### config.mk
export PLATFORM = sky130hd
export DESIGN_NAME = axis_decimating_averager
export DESIGN_NICKNAME = d
export VERILOG_FILES = /design/src/rtl/axis_decimating_averager_pkg.sv /design/src/rtl/axis_decimating_averager_core.sv /design/src/rtl/axis_decimating_averager.sv
export SDC_FILE = /design/constraint.sdc
export NUM_CORES = 1
export LEC_CHECK = 0
export CORE_AREA = 2 2 254 256
export DETAILED_ROUTE_END_ITERATION = 10
export DIE_AREA = 0 0 256 258
export GPL_TIMING_DRIVEN = 1
export HOLD_SLACK_MARGIN = 0.15
export PLACE_DENSITY = 0.47
export SLEW_MARGIN = 15
export SYNTH_ARGS = -nofsm -noshare
export SYNTH_HDL_FRONTEND = slang
export SYNTH_SLANG_ARGS = --single-unit
### constraint.sdc
create_clock -name aclk -period 18.9 [get_ports aclk]
set_input_delay 3.78 -clock aclk [delete_from_list [all_inputs] [get_ports aclk]]
set_output_delay 3.78 -clock aclk [all_outputs]
set_load 0.005 [all_outputs]
### src/rtl/axis_decimating_averager_pkg.sv
// rtl/axis_decimating_averager_pkg.sv - shared config-bus layout and averager state encoding
package axis_decimating_averager_pkg;

  localparam int config_bus_width  = 512;
  localparam int config_k_lsb      = 0;
  localparam int config_k_width    = 32;
  localparam int config_enable_bit = 32;

  typedef enum logic {
    st_disabled   = 1'b0,
    st_accumulate = 1'b1
  } avg_state_t;

  // Requested log2 decimation is clamped so the accumulator can never overflow.
  function automatic logic [31:0] clamp_k(input logic [31:0] k, input int unsigned max_k);
    return (k > max_k) ? 32'(max_k) : k;
  endfunction

endpackage

### src/rtl/axis_decimating_averager_core.sv
// rtl/axis_decimating_averager_core.sv - accumulate, round-half-up and shift datapath
module dec_avg_core
  import axis_decimating_averager_pkg::*;
#(
  parameter int signal_width = 32,
  parameter int max_log2_dec = 12,
  parameter int k_width      = 4
) (
  input  logic                    aclk,
  input  logic                    clear,
  input  logic                    accept,
  input  logic [k_width-1:0]      k,
  input  logic [signal_width-1:0] sample,
  output logic                    done,
  output logic [signal_width-1:0] result
);

  localparam int acc_width = signal_width + max_log2_dec;
  localparam int cnt_width = max_log2_dec + 1;

  logic signed [acc_width-1:0] acc_q;
  logic signed [acc_width-1:0] sum;
  logic signed [acc_width-1:0] half;
  logic signed [acc_width-1:0] rounded;
  logic [cnt_width-1:0]        count_q;
  logic [cnt_width-1:0]        count_inc;
  logic [cnt_width-1:0]        target;
  logic                        unused_rounded;

  assign sum       = acc_q + {{max_log2_dec{sample[signal_width-1]}}, sample};
  assign count_inc = count_q + cnt_width'(1);
  assign target    = cnt_width'(1) << k;
  assign done      = accept && (count_inc == target);

  // The final sample is folded into the sum combinationally so the result is ready at its edge.
  always_comb begin
    half = '0;
    if (k != '0) begin
      half = acc_width'(1) << (k - 1'b1);
    end
    rounded = (sum + half) >>> k;
  end

  assign result         = rounded[signal_width-1:0];
  assign unused_rounded = ^rounded[acc_width-1:signal_width];

  always_ff @(posedge aclk) begin
    if (clear || done) begin
      acc_q   <= '0;
      count_q <= '0;
    end else if (accept) begin
      acc_q   <= sum;
      count_q <= count_inc;
    end
  end

endmodule

### src/rtl/axis_decimating_averager.sv
// rtl/axis_decimating_averager.sv - config-addressed decimating boxcar averager for AXI-Stream samples
module axis_decimating_averager
  import axis_decimating_averager_pkg::*;
#(
  parameter int signal_width          = 32,
  parameter int max_log2_dec          = 12,
  parameter int configuration_address = 1000
) (
  input  logic                        aclk,
  input  logic                        resetn,
  input  logic [31:0]                 config_addr,
  input  logic [config_bus_width-1:0] config_data,
  input  logic [signal_width-1:0]     S_AXIS_in_tdata,
  input  logic                        S_AXIS_in_tvalid,
  output logic [signal_width-1:0]     M_AXIS_out_tdata,
  output logic                        M_AXIS_out_tvalid,
  output logic                        decii_clk,
  output logic [signal_width-1:0]     M_AXIS_pass_tdata,
  output logic                        M_AXIS_pass_tvalid
);

  localparam int k_width = $clog2(max_log2_dec + 1);

  logic                    config_hit;
  logic [31:0]             k_cfg;
  logic [k_width-1:0]      k_q;
  logic                    enable_q;
  avg_state_t              state_q;
  avg_state_t              state_next;
  logic                    accept;
  logic                    done;
  logic [signal_width-1:0] result;
  logic [signal_width-1:0] out_tdata_q;
  logic                    out_tvalid_q;
  logic                    unused_config;

  assign config_hit    = (config_addr == 32'(configuration_address));
  assign k_cfg         = clamp_k(config_data[config_k_lsb +: config_k_width], max_log2_dec);
  assign unused_config = ^{config_data[config_bus_width-1:config_enable_bit+1], k_cfg[31:k_width]};

  always_ff @(posedge aclk) begin
    if (!resetn) begin
      k_q      <= '0;
      enable_q <= 1'b0;
    end else if (config_hit) begin
      k_q      <= k_cfg[k_width-1:0];
      enable_q <= config_data[config_enable_bit];
    end
  end

  always_ff @(posedge aclk) begin
    if (!resetn) begin
      state_q <= st_disabled;
    end else begin
      state_q <= state_next;
    end
  end

  // A config match always wins: it blocks accumulation and loads the new enable.
  always_comb begin
    state_next = state_q;
    accept     = 1'b0;
    case (state_q)
      st_disabled:   accept = 1'b0;
      st_accumulate: accept = S_AXIS_in_tvalid;
      default:       accept = 1'b0;
    endcase
    if (config_hit) begin
      accept     = 1'b0;
      state_next = config_data[config_enable_bit] ? st_accumulate : st_disabled;
    end else begin
      state_next = enable_q ? st_accumulate : st_disabled;
    end
  end

  dec_avg_core #(
    .signal_width (signal_width),
    .max_log2_dec (max_log2_dec),
    .k_width      (k_width)
  ) u_core (
    .aclk   (aclk),
    .clear  (!resetn || config_hit),
    .accept (accept),
    .k      (k_q),
    .sample (S_AXIS_in_tdata),
    .done   (done),
    .result (result)
  );

  always_ff @(posedge aclk) begin
    if (!resetn || config_hit) begin
      out_tdata_q  <= '0;
      out_tvalid_q <= 1'b0;
    end else begin
      out_tvalid_q <= done;
      if (done) begin
        out_tdata_q <= result;
      end
    end
  end

  assign M_AXIS_out_tdata   = out_tdata_q;
  assign M_AXIS_out_tvalid  = out_tvalid_q;
  assign decii_clk          = out_tvalid_q;
  assign M_AXIS_pass_tdata  = S_AXIS_in_tdata;
  assign M_AXIS_pass_tvalid = S_AXIS_in_tvalid;

endmodule
# ---- Word-level counts from Yosys, hierarchy flattened
# Cells that the tools add are included.
dict set report totals {
  ff_bits 96
  inputBits 579
  out_inout_bits 67
  word_cells 30
}
dict set report op_classes {
  n_addsub 4
  magnitude_cmp 1
  eq_ne 2
  shifts 3
  n_mux 7
  n_bitwise 1
  n_reduce_logical 5
}
# cell n
set ops {}
lappend ops {{$add 44x44->44} 2}
lappend ops {{$mux 44} 1}
lappend ops {{$shl 1x4->44 const A} 1}
lappend ops {{$sshr 44x4->32} 1}
lappend ops {{$eq 32x10->1 const B} 1}
lappend ops {{$gt 32x4->1 const B} 1}
lappend ops {{$add 13x1->13 const B} 1}
lappend ops {{$eq 13x13->1} 1}
lappend ops {{$shl 1x4->13 const A} 1}
lappend ops {{$mux 1} 4}
lappend ops {{$mux 4} 1}
lappend ops {{$reduce_bool 4->1} 1}
lappend ops {{$sub 4x1->4 const B} 1}
lappend ops {{$logic_or 1x1->1} 2}
lappend ops {{$pmux 1 s2} 1}
lappend ops {{$logic_and 1x1->1} 1}
lappend ops {{$logic_not 1->1} 1}
lappend ops {{$not 1->1} 1}

# ---- Depth between registers and ports, before layout
# Gate-level depths: netlist of run 1.
dict set report logic_depth {
  ltp_word 5
  ltp_mapped 24
  mapped_depth_nobuf 23
}

# ---- By module
# From an unflattened synthesis of run 1, not the netlist that was laid out.
dict set report hier_totals {
  cells_unflattened 1476
  area_unflattened_um2 11350.9
}
# mod n_inst cells_each area_per_inst_um2 seq_area_each_um2
set modules_own_cells {}
lappend modules_own_cells {dec_avg_core 1 1293 9534.1 1141.1}
lappend modules_own_cells {axis_decimating_averager 1 183 1816.7 780.7}

# ---- Worst setup path after synthesis of run 1
# No wires, ideal clock.
dict set report synth_timing {
  path_kind {input to register}
  start {input S_AXIS_in_tdata[0]}
  end {register out_tdata_q[30], in the netlist M_AXIS_out_tdata[30]}
  setup_ns 0.127
  arrival_time_ns 8.606
  required_time_ns 18.773
  slack_ns 10.167
  path_stages 21
  n_path_buf 0
  cell_sequence {ha_1 -> inv_1 -> fa_1 -> nor2b_1 -> o31a_1 -> nor2_1 -> o31a_1 -> o21ai_0 -> xor2_1 -> ha_1 -> nand4_1 -> nor4b_1 -> o21bai_1 -> a211oi_1 -> nand3_1 -> or4_1 -> xnor2_1 -> or2_2 -> a221o_1 -> o211a_1 -> or3_1}
}
dict set report synth_via {
  elab_chain_cells 3
}
# item line_no
set synth_lines {}
lappend synth_lines {{from (decl)} axis_decimating_averager.sv:13} ;# input logic [signal_width-1:0] S_AXIS_in_tdata,
lappend synth_lines {{$add 44x44->44} axis_decimating_averager_core.sv:30} ;# assign sum = acc_q + {{max_log2_dec{sample[signal_width-1]}}, sample};
lappend synth_lines {{via u_core.sum[10]} axis_decimating_averager_core.sv:22} ;# logic signed [acc_width-1:0] sum;
lappend synth_lines {{$add 44x44->44} axis_decimating_averager_core.sv:41} ;# rounded = (sum + half) >>> k;
lappend synth_lines {{$sshr 44x4->32} axis_decimating_averager_core.sv:41}
lappend synth_lines {{to (signal assigned)} axis_decimating_averager.sv:97} ;# out_tdata_q <= result;
lappend synth_lines {{to (decl)} axis_decimating_averager.sv:33} ;# logic [signal_width-1:0] out_tdata_q;
# The timed path passes the listed nets, and every way through them passes these cells.
# A chain may end at the register's enable or synchronous reset.

# ---- Worst setup path in the final report of run 1
# Ends and elaborated chain as after synthesis.

==> run_results.csv, run 1 <==
group,metric,value,unit
power,combinationalPowerShare,22.2,%
min_path,min_from,"M_AXIS_out_tdata[8]$_SDFFE_PP0P_",
sta,tns,0,ns
clocking,h-tree-depth,3,
setup_path,cp_top_family,"simple AND/OR/NAND/NOR gates",
floorplanning,rows,93,
placement,postPlaceCellArea,13200,um2
logic_synthesis,ys.flop_type,"dfxtp_1",
cells_and_area,drive_above_1_share,6.68,%
global_route,grt_max_degree,58,
cells_and_area,final_nets,2222,
route,drc,0,
power,clockPowerShare,38.2,%
outcome,outcome,"complete, no violations",
logic_synthesis,synthesis.area,11100,um2
setup_path,r2r_cells,22,
sta,finalCriticalPeriod,10.06,ns
cells_and_area,final_util,21.3,%
logic_synthesis,ys_warn_count,0,
sta,relSlewSlack,34.4,%
power,pwr-share-seq,39.6,%
route,drt_iter0_markers,738,
global_route,grt_pass1_wl,63400,um
logic_synthesis,synth.distinct_cells,93,
cells_and_area,num-fill-cells,7074,
sta,finalSetupViolations,0,
global_route,grt_pass1_vias,11000,
setup_path,path_class,"input pin to register",
cells_and_area,final_cell_mix,"nand2_1 (196), clkdlybuf4s50_1 (166), nor2_1 (153)",
cells_and_area,final_common_cell,"nand2_1",
logic_synthesis,synth_nets,2162,
min_path,hold_end,"M_AXIS_out_tdata[8]$_SDFFE_PP0P_",
setup_path,critPathBufInv,3,
setup_path,worstPathMaxFanout,11,
global_route,antenna_found_initial,0,
power,p_leak,4.91,nW
logic_synthesis,ys_async_sr_fraction,0,%
clocking,cts_setup_buffers,0,
power,p_per_area,37.6,nW/um2
setup_path,regToRegSetupSlack,12.46,ns
min_path,hold_depth,2,
logic_synthesis,ys_ff_latch,96,
clocking,cts-root-buf,"clkbuf_16",
clocking,cts_tree,"built",
global_route,gr-total-overflow,0,
clocking,cts.sinks,96,
logic_synthesis,syn_inst,1521,
clocking,numCtsBuffers,9,
job,cap_viol_max_count,0,
sta,report.final.slew_viol_count,0,
setup_path,r2r_start,"u_core.acc_q[0]$_SDFFE_PP0P_",
power,vdd_drop_max,43.4,uV
floorplanning,die_h,258,um
route,ant_nets,0,
setup_path,cp_slowest_cell,"nor4b_1",
placement,numPortBuffers,166,
route,via_per_inst,4.73,
clocking,clkSlewWorstSetupHoldPaths,0.08,ns
setup_path,cp_slowest_stage_delay,0.60,ns
global_route,grt_usage,12.0,%
floorplanning,die-area,66000,um2
floorplanning,initial_core_util,17.4,%
floorplanning,coreArea,63600,um2
sta,rsz0062_at_grt,"no",
clocking,clk_latency,0.39,ns
setup_path,cp-end-kind,"register",
clocking,clk_path_buf_depth,2,
sta,hold_violations,0,
setup_path,crit_chain,"clkdlybuf4s50_1, ha_1, inv_1, fa_1, nor2b_1, o31a_1, nor2_1, o31a_1, o21ai_0, xor2_1, ha_1, nand4_1, nor4b_1, o21bai_1, a211oi_1, buf_4, nand3_1, or4_1, xnor2_1, or2_2, a221o_1, o211a_1, or3_1",
power,power,0.510,mW
clocking,postCtsHoldBufs,0,
placement,dpl.hpwl,32700,um
cells_and_area,antenna_cells,0,
logic_synthesis,yosysSeqAreaShare,17.3,%
power,intPower,0.348,mW
route,drtPass1Iterations,5,
floorplanning,ios,646,
cells_and_area,fin_area,13600,um2
route,wire_per_inst,16.7,um
floorplanning,die_w,256,um
sta,timing.final.crit_share,53.2,%
clocking,post_cts_resized,0,
setup_path,worstPathArrival,10.34,ns
setup_path,required,19.18,ns
cells_and_area,syn_to_final_growth,22.3,%
min_path,min_path_type,"register to register",
sta,worst_slew_pin_slew,0.980,ns
logic_synthesis,synth_edf_count,0,
placement,place_congestion,0.868,
setup_path,start_kind,"input pin",
logic_synthesis,postSynthAreaPerCell,7.29,um2
setup_path,reg2reg_to,"M_AXIS_out_tdata[30]$_SDFFE_PP0P_",
route,drt-total-wl,40900,um
power,netSwitchingPower,0.162,mW
sta,fmax,99.5,MHz
sta,finClkSkew,0.0134,ns
power,swShare,31.8,%
route,via_count,11600,
## worst min-delay path, stage by stage, from the launching register on
cell and delay, ns:
dfxtp_1 0.32, nand2_1 0.05, a21oi_1 0.05
## flip-flops by register name (all words and copies together), names as in the netlist
| name | flops |
|---|---|
| M_AXIS_out_tdata | 32 |
| u_core.acc_q | 44 |
| state_q | 1 |
| M_AXIS_out_tvalid | 1 |
| k_q | 4 |
| u_core.count_q | 13 |
| enable_q | 1 |
## cell families (layout without fill, tap and decap cells)
group                    Yosys count  count (layout)  share of synthesized area (%)
AO/OA/AOI/OAI                    447             447                           26.9
XOR/XNOR                          99              99                           8.16
adder cells (fa/ha/maj)           62              62                           7.14
buffers and inverters            153             218                           6.97
flip-flops                        96              96                           17.3
multiplexers                      60              60                           7.12
other                              1               1                         0.0338
AND/OR/NAND/NOR                  603             603                           26.4
## cell type report
class	count	area (um2)	area share, %
Clock buffer	9	225	1.66
Inverter	22	82.6	0.609
Tap cell	855	1070	7.89
Sequential cell	96	1920	14.2
Multi-Input combinational cell	1272	8400	62.0
Clock inverter	7	82.6	0.609
Timing Repair Buffer	180	1770	13.0
## worst max path at each step
stage / startpoint / endpoint / slack [ns] / cells after the start
2_1_floorplan: S_AXIS_in_tdata[0] / M_AXIS_out_tdata[30]$_SDFFE_PP0P_ / 10.17 / 21
3_3_place_gp: S_AXIS_in_tdata[0] / M_AXIS_out_tdata[30]$_SDFFE_PP0P_ / 8.52 / 23
3_5_place_dp: S_AXIS_in_tdata[0] / M_AXIS_out_tdata[30]$_SDFFE_PP0P_ / 8.55 / 23
4_1_cts: S_AXIS_in_tdata[0] / M_AXIS_out_tdata[30]$_SDFFE_PP0P_ / 8.96 / 23
5_1_grt: S_AXIS_in_tdata[0] / M_AXIS_out_tdata[30]$_SDFFE_PP0P_ / 8.59 / 23
6_report: S_AXIS_in_tdata[0] / M_AXIS_out_tdata[30]$_SDFFE_PP0P_ / 8.84 / 23
## per-layer routing
metal	vias up	GRT usage, %	share of wire (%)
met3	27	1.97	4.7
met2	313	19.0	44
li1	5714	-	-
met4	0	2.89	1.5
met1	5502	17.0	49
met5	-	0	0
## Yosys cell counts (all sizes together), types with 11 or more instances
master	n	area [um2]
buf	70	460
nand4	36	244
xnor2	59	547
o21a	14	105
xor2	40	358
a31oi	13	96.3
or3	16	110
a211oi	30	265
o31ai	13	97.6
nor2b	13	81.3
nand2	199	752
nor3	57	302
mux4	14	315
clkbuf	61	229
mux2i	35	350
and2	14	87.6
a21oi	148	748
nor2	154	578
nor4	25	169
inv	21	78.8
ha	60	751
o211ai	16	120
nand3	33	170
a21o	15	113
o21ai	95	483
and3	18	113
mux2	11	124
dfxtp	96	1920
## power groups by stage
stage | sequential (mW) | clock (mW) | combinational [mW]
finish | 0.202 | 0.195 | 0.113
detailed placement | 0.207 | 0 | 0.113
CTS | 0.202 | 0.202 | 0.114
global placement | 0.207 | 0 | 0.113
floorplan | 0.207 | 0 | 0.0654
global route | 0.202 | 0.209 | 0.123
## through the flow
| stage | setup slack [ns] | std cells | hold WS (ns) |
|---|---|---|---|
| 2_1_floorplan | 10.17 | 1521 | 0.440 |
| 3_3_place_gp | 8.52 | 2425 | 0.445 |
| 3_5_place_dp | 8.55 | 2425 | 0.451 |
| 4_1_cts | 8.96 | 2441 | 0.463 |
| 5_1_grt | 8.59 | 2441 | 0.482 |
| 6_report | 8.84 | 2441 | 0.459 |
Power figures use the tool's default switching activity.
==> inputs of run 2 (changes only) <==
--- a/config.mk
+++ b/config.mk
@@ -10,7 +10,7 @@
 export DIE_AREA = 0 0 256 258
 export GPL_TIMING_DRIVEN = 1
 export HOLD_SLACK_MARGIN = 0.15
-export PLACE_DENSITY = 0.47
+export PLACE_DENSITY = 0.49
 export SLEW_MARGIN = 15
 export SYNTH_ARGS = -nofsm -noshare
 export SYNTH_HDL_FRONTEND = slang
==> constraint.sdc (replaced) <==
create_clock -name aclk -period 9.02 [get_ports aclk]
set_input_delay 1.804 -clock aclk [delete_from_list [all_inputs] [get_ports aclk]]
set_output_delay 1.804 -clock aclk [all_outputs]
set_load 0.005 [all_outputs]
==> run 2 against run 1 <==
First-iteration DRC count is 14% higher; count of clock-buffer cells in the layout stayed put; clock power is 110% higher; routed wire length is 1.4% higher; worst hold slack better by 0.0014 ns.
==> run_results.csv, run 2 (synthesized netlist as in run 1, its figures left out) <==
group,metric,value,unit
outcome,outcome,"complete, no violations",
global_route,met2_usage,18.8,%
global_route,met3_usage,2.08,%
clocking,cts.sinks,96,
placement,numPortBuffers,166,
floorplanning,initial_core_util,17.4,%
setup_path,crit_chain,"clkdlybuf4s50_1, ha_1, inv_1, fa_1, nor2b_1, o31a_1, nor2_1, o31a_1, o21ai_0, xor2_1, ha_1, nand4_1, nor4b_1, o21bai_1, a211oi_1, nand3_1, or4_1, xnor2_1, or2_2, a221o_1, o211a_1, or3_1",
clocking,post_cts_resized,0,
power,p_per_area,79.2,nW/um2
power,clockPowerShare,38.5,%
setup_path,cp-end-kind,"register",
power,swShare,30.3,%
setup_path,r2r_start,"u_core.acc_q[0]$_SDFFE_PP0P_",
floorplanning,rows,93,
clocking,postCtsHoldBufs,0,
power,p_leak,4.92,nW
route,drtPass1Iterations,5,
setup_path,cp-startpoint,"S_AXIS_in_tdata[0]",
sta,holdWs,0.460,ns
floorplanning,coreArea,63600,um2
clocking,clk_path_buf_depth,2,
setup_path,regToRegSetupSlack,2.56,ns
placement,place_congestion,0.869,
clocking,h-tree-depth,3,
global_route,grt_usage,12.1,%
global_route,grt_pass1_vias,10900,
clocking,cts-root-buf,"clkbuf_16",
sta,worst_slew_pin_slew,0.918,ns
sta,report.final.slew_viol_count,0,
route,ant_nets,0,
floorplanning,die_w,256,um
sta,tns,0,ns
power,vdd_drop_max,85.1,uV
clocking,clkSlewWorstSetupHoldPaths,0.08,ns
placement,dp.cells,2427,
cells_and_area,drive_above_1_share,6.74,%
route,via_count,11600,
sta,timing.final.crit_share,91.4,%
setup_path,worstPathArrival,8.52,ns
global_route,gr-total-overflow,0,
cells_and_area,syn_to_final_growth,22.4,%
setup_path,path_class,"input pin to register",
floorplanning,ios,646,
sta,finClkSkew,0.0140,ns
setup_path,cp_slowest_stage_delay,0.63,ns
clocking,cts_tree,"built",
route,drt-total-wl,41400,um
setup_path,worstPathMaxFanout,6,
setup_path,required,9.30,ns
route,wire_per_inst,17.0,um
cells_and_area,largest_register,"u_core.acc_q",
setup_path,r2r_cells,21,
sta,fmax,121,MHz
clocking,clk_latency,0.39,ns
cells_and_area,final_nets,2224,
sta,finalCriticalPeriod,8.24,ns
min_path,min_path_type,"register to register",
sta,rsz0062_at_grt,"no",
setup_path,cp_top_family,"simple AND/OR/NAND/NOR gates",
global_route,grt_busiest_layer,"met2",
power,pwr-share-seq,39.4,%
sta,finalSetupViolations,0,
cells_and_area,final_common_cell,"nand2_1",
setup_path,critPathBufInv,2,
power,combinationalPowerShare,22.1,%
global_route,grt_pass1_wl,63600,um
clocking,cts_setup_buffers,0,
setup_path,cp.depth,22,
sta,hold_violations,0,
global_route,met1_usage,17.4,%
cells_and_area,final_cell_mix,"nand2_1 (196), clkdlybuf4s50_1 (166), nor2_1 (153)",
cells_and_area,antenna_cells,0,
cells_and_area,fin_cells,2442,
job,cap_viol_max_count,0,
setup_path,cp_slowest_cell,"clkdlybuf4s50_1",
global_route,antenna_found_initial,2,
cells_and_area,largest_register_ffs,44,
route,via_per_inst,4.73,
setup_path,start_kind,"input pin",
route,drc,0,
setup_path,reg2reg_to,"M_AXIS_out_tdata[30]$_SDFFE_PP0P_",
floorplanning,die_h,258,um
setup_path,crit_path_end,"M_AXIS_out_tdata[30]$_SDFFE_PP0P_",
sta,relSlewSlack,38.5,%
placement,dpl.hpwl,33200,um
route,drt_iter0_markers,843,
power,intPower,0.749,mW
clocking,numCtsBuffers,9,
global_route,grt_max_degree,58,
power,netSwitchingPower,0.326,mW
floorplanning,die-area,66000,um2
run 2: worst min path at each step:
stage / from / end / slack (ns) / cells after the start
after floorplan: u_core.acc_q[0]$_SDFFE_PP0P_ / u_core.acc_q[0]$_SDFFE_PP0P_ / 0.44 / 2
after global placement: M_AXIS_out_tdata[8]$_SDFFE_PP0P_ / M_AXIS_out_tdata[8]$_SDFFE_PP0P_ / 0.44 / 2
after detailed placement: u_core.acc_q[33]$_SDFFE_PP0P_ / u_core.acc_q[33]$_SDFFE_PP0P_ / 0.45 / 2
after CTS: u_core.acc_q[27]$_SDFFE_PP0P_ / u_core.acc_q[27]$_SDFFE_PP0P_ / 0.46 / 2
after global routing: u_core.acc_q[18]$_SDFFE_PP0P_ / u_core.acc_q[18]$_SDFFE_PP0P_ / 0.48 / 2
final: u_core.acc_q[29]$_SDFFE_PP0P_ / u_core.acc_q[29]$_SDFFE_PP0P_ / 0.46 / 2
run 2: final cells by class:
cell class	instances	area [um2]
flip-flops and latches	96	1920
multi-input cells	1272	8400
clock inverters	6	76.3
well taps	855	1070
repair buffers	182	1780
clock buffers	9	225
fillers	7133	50100
inverters	22	82.6
run 2: metrics by stage:
step | utilization [%] | worst slack [ns] | cell area (um2) | total power, mW
final | 21.3 | 0.779 | 13600 | 1.07
after global routing | 21.3 | 0.341 | 13600 | 1.13
after CTS | 21.3 | 0.793 | 13600 | 1.09
after detailed placement | 20.8 | 0.384 | 13300 | 0.670
after global placement | 20.8 | 0.335 | 13300 | 0.670
after floorplan | - | 2.26 | 11100 | 0.570
run 2: power by group through the flow:
stage	logic (mW)	registers (mW)	clock network [mW]
2_1_floorplan	0.137	0.433	0
3_3_place_gp	0.237	0.433	0
3_5_place_dp	0.237	0.433	0
4_1_cts	0.238	0.423	0.432
5_1_grt	0.259	0.423	0.444
6_report	0.238	0.423	0.414
run 2: worst reg2reg max path: cells and delay by family, from the launching register on:
| family | cells | cell delay, ns |
|---|---|---|
| flops | 1 | 0.34 |
| compound gates | 7 | 1.89 |
| buf+inv | 1 | 0.06 |
| fa+ha+maj | 3 | 0.90 |
| simple gates | 8 | 2.56 |
| xor+xnor | 2 | 0.61 |
run 2: routing by layer:
layer	part of all wire [%]	vias to the layer above	wire (um)
met5	0.031	-	13
met4	1.5	2	630
met3	5.2	30	2150
met2	44	332	18100
met1	50	5485	20500
li1	-	5703	-
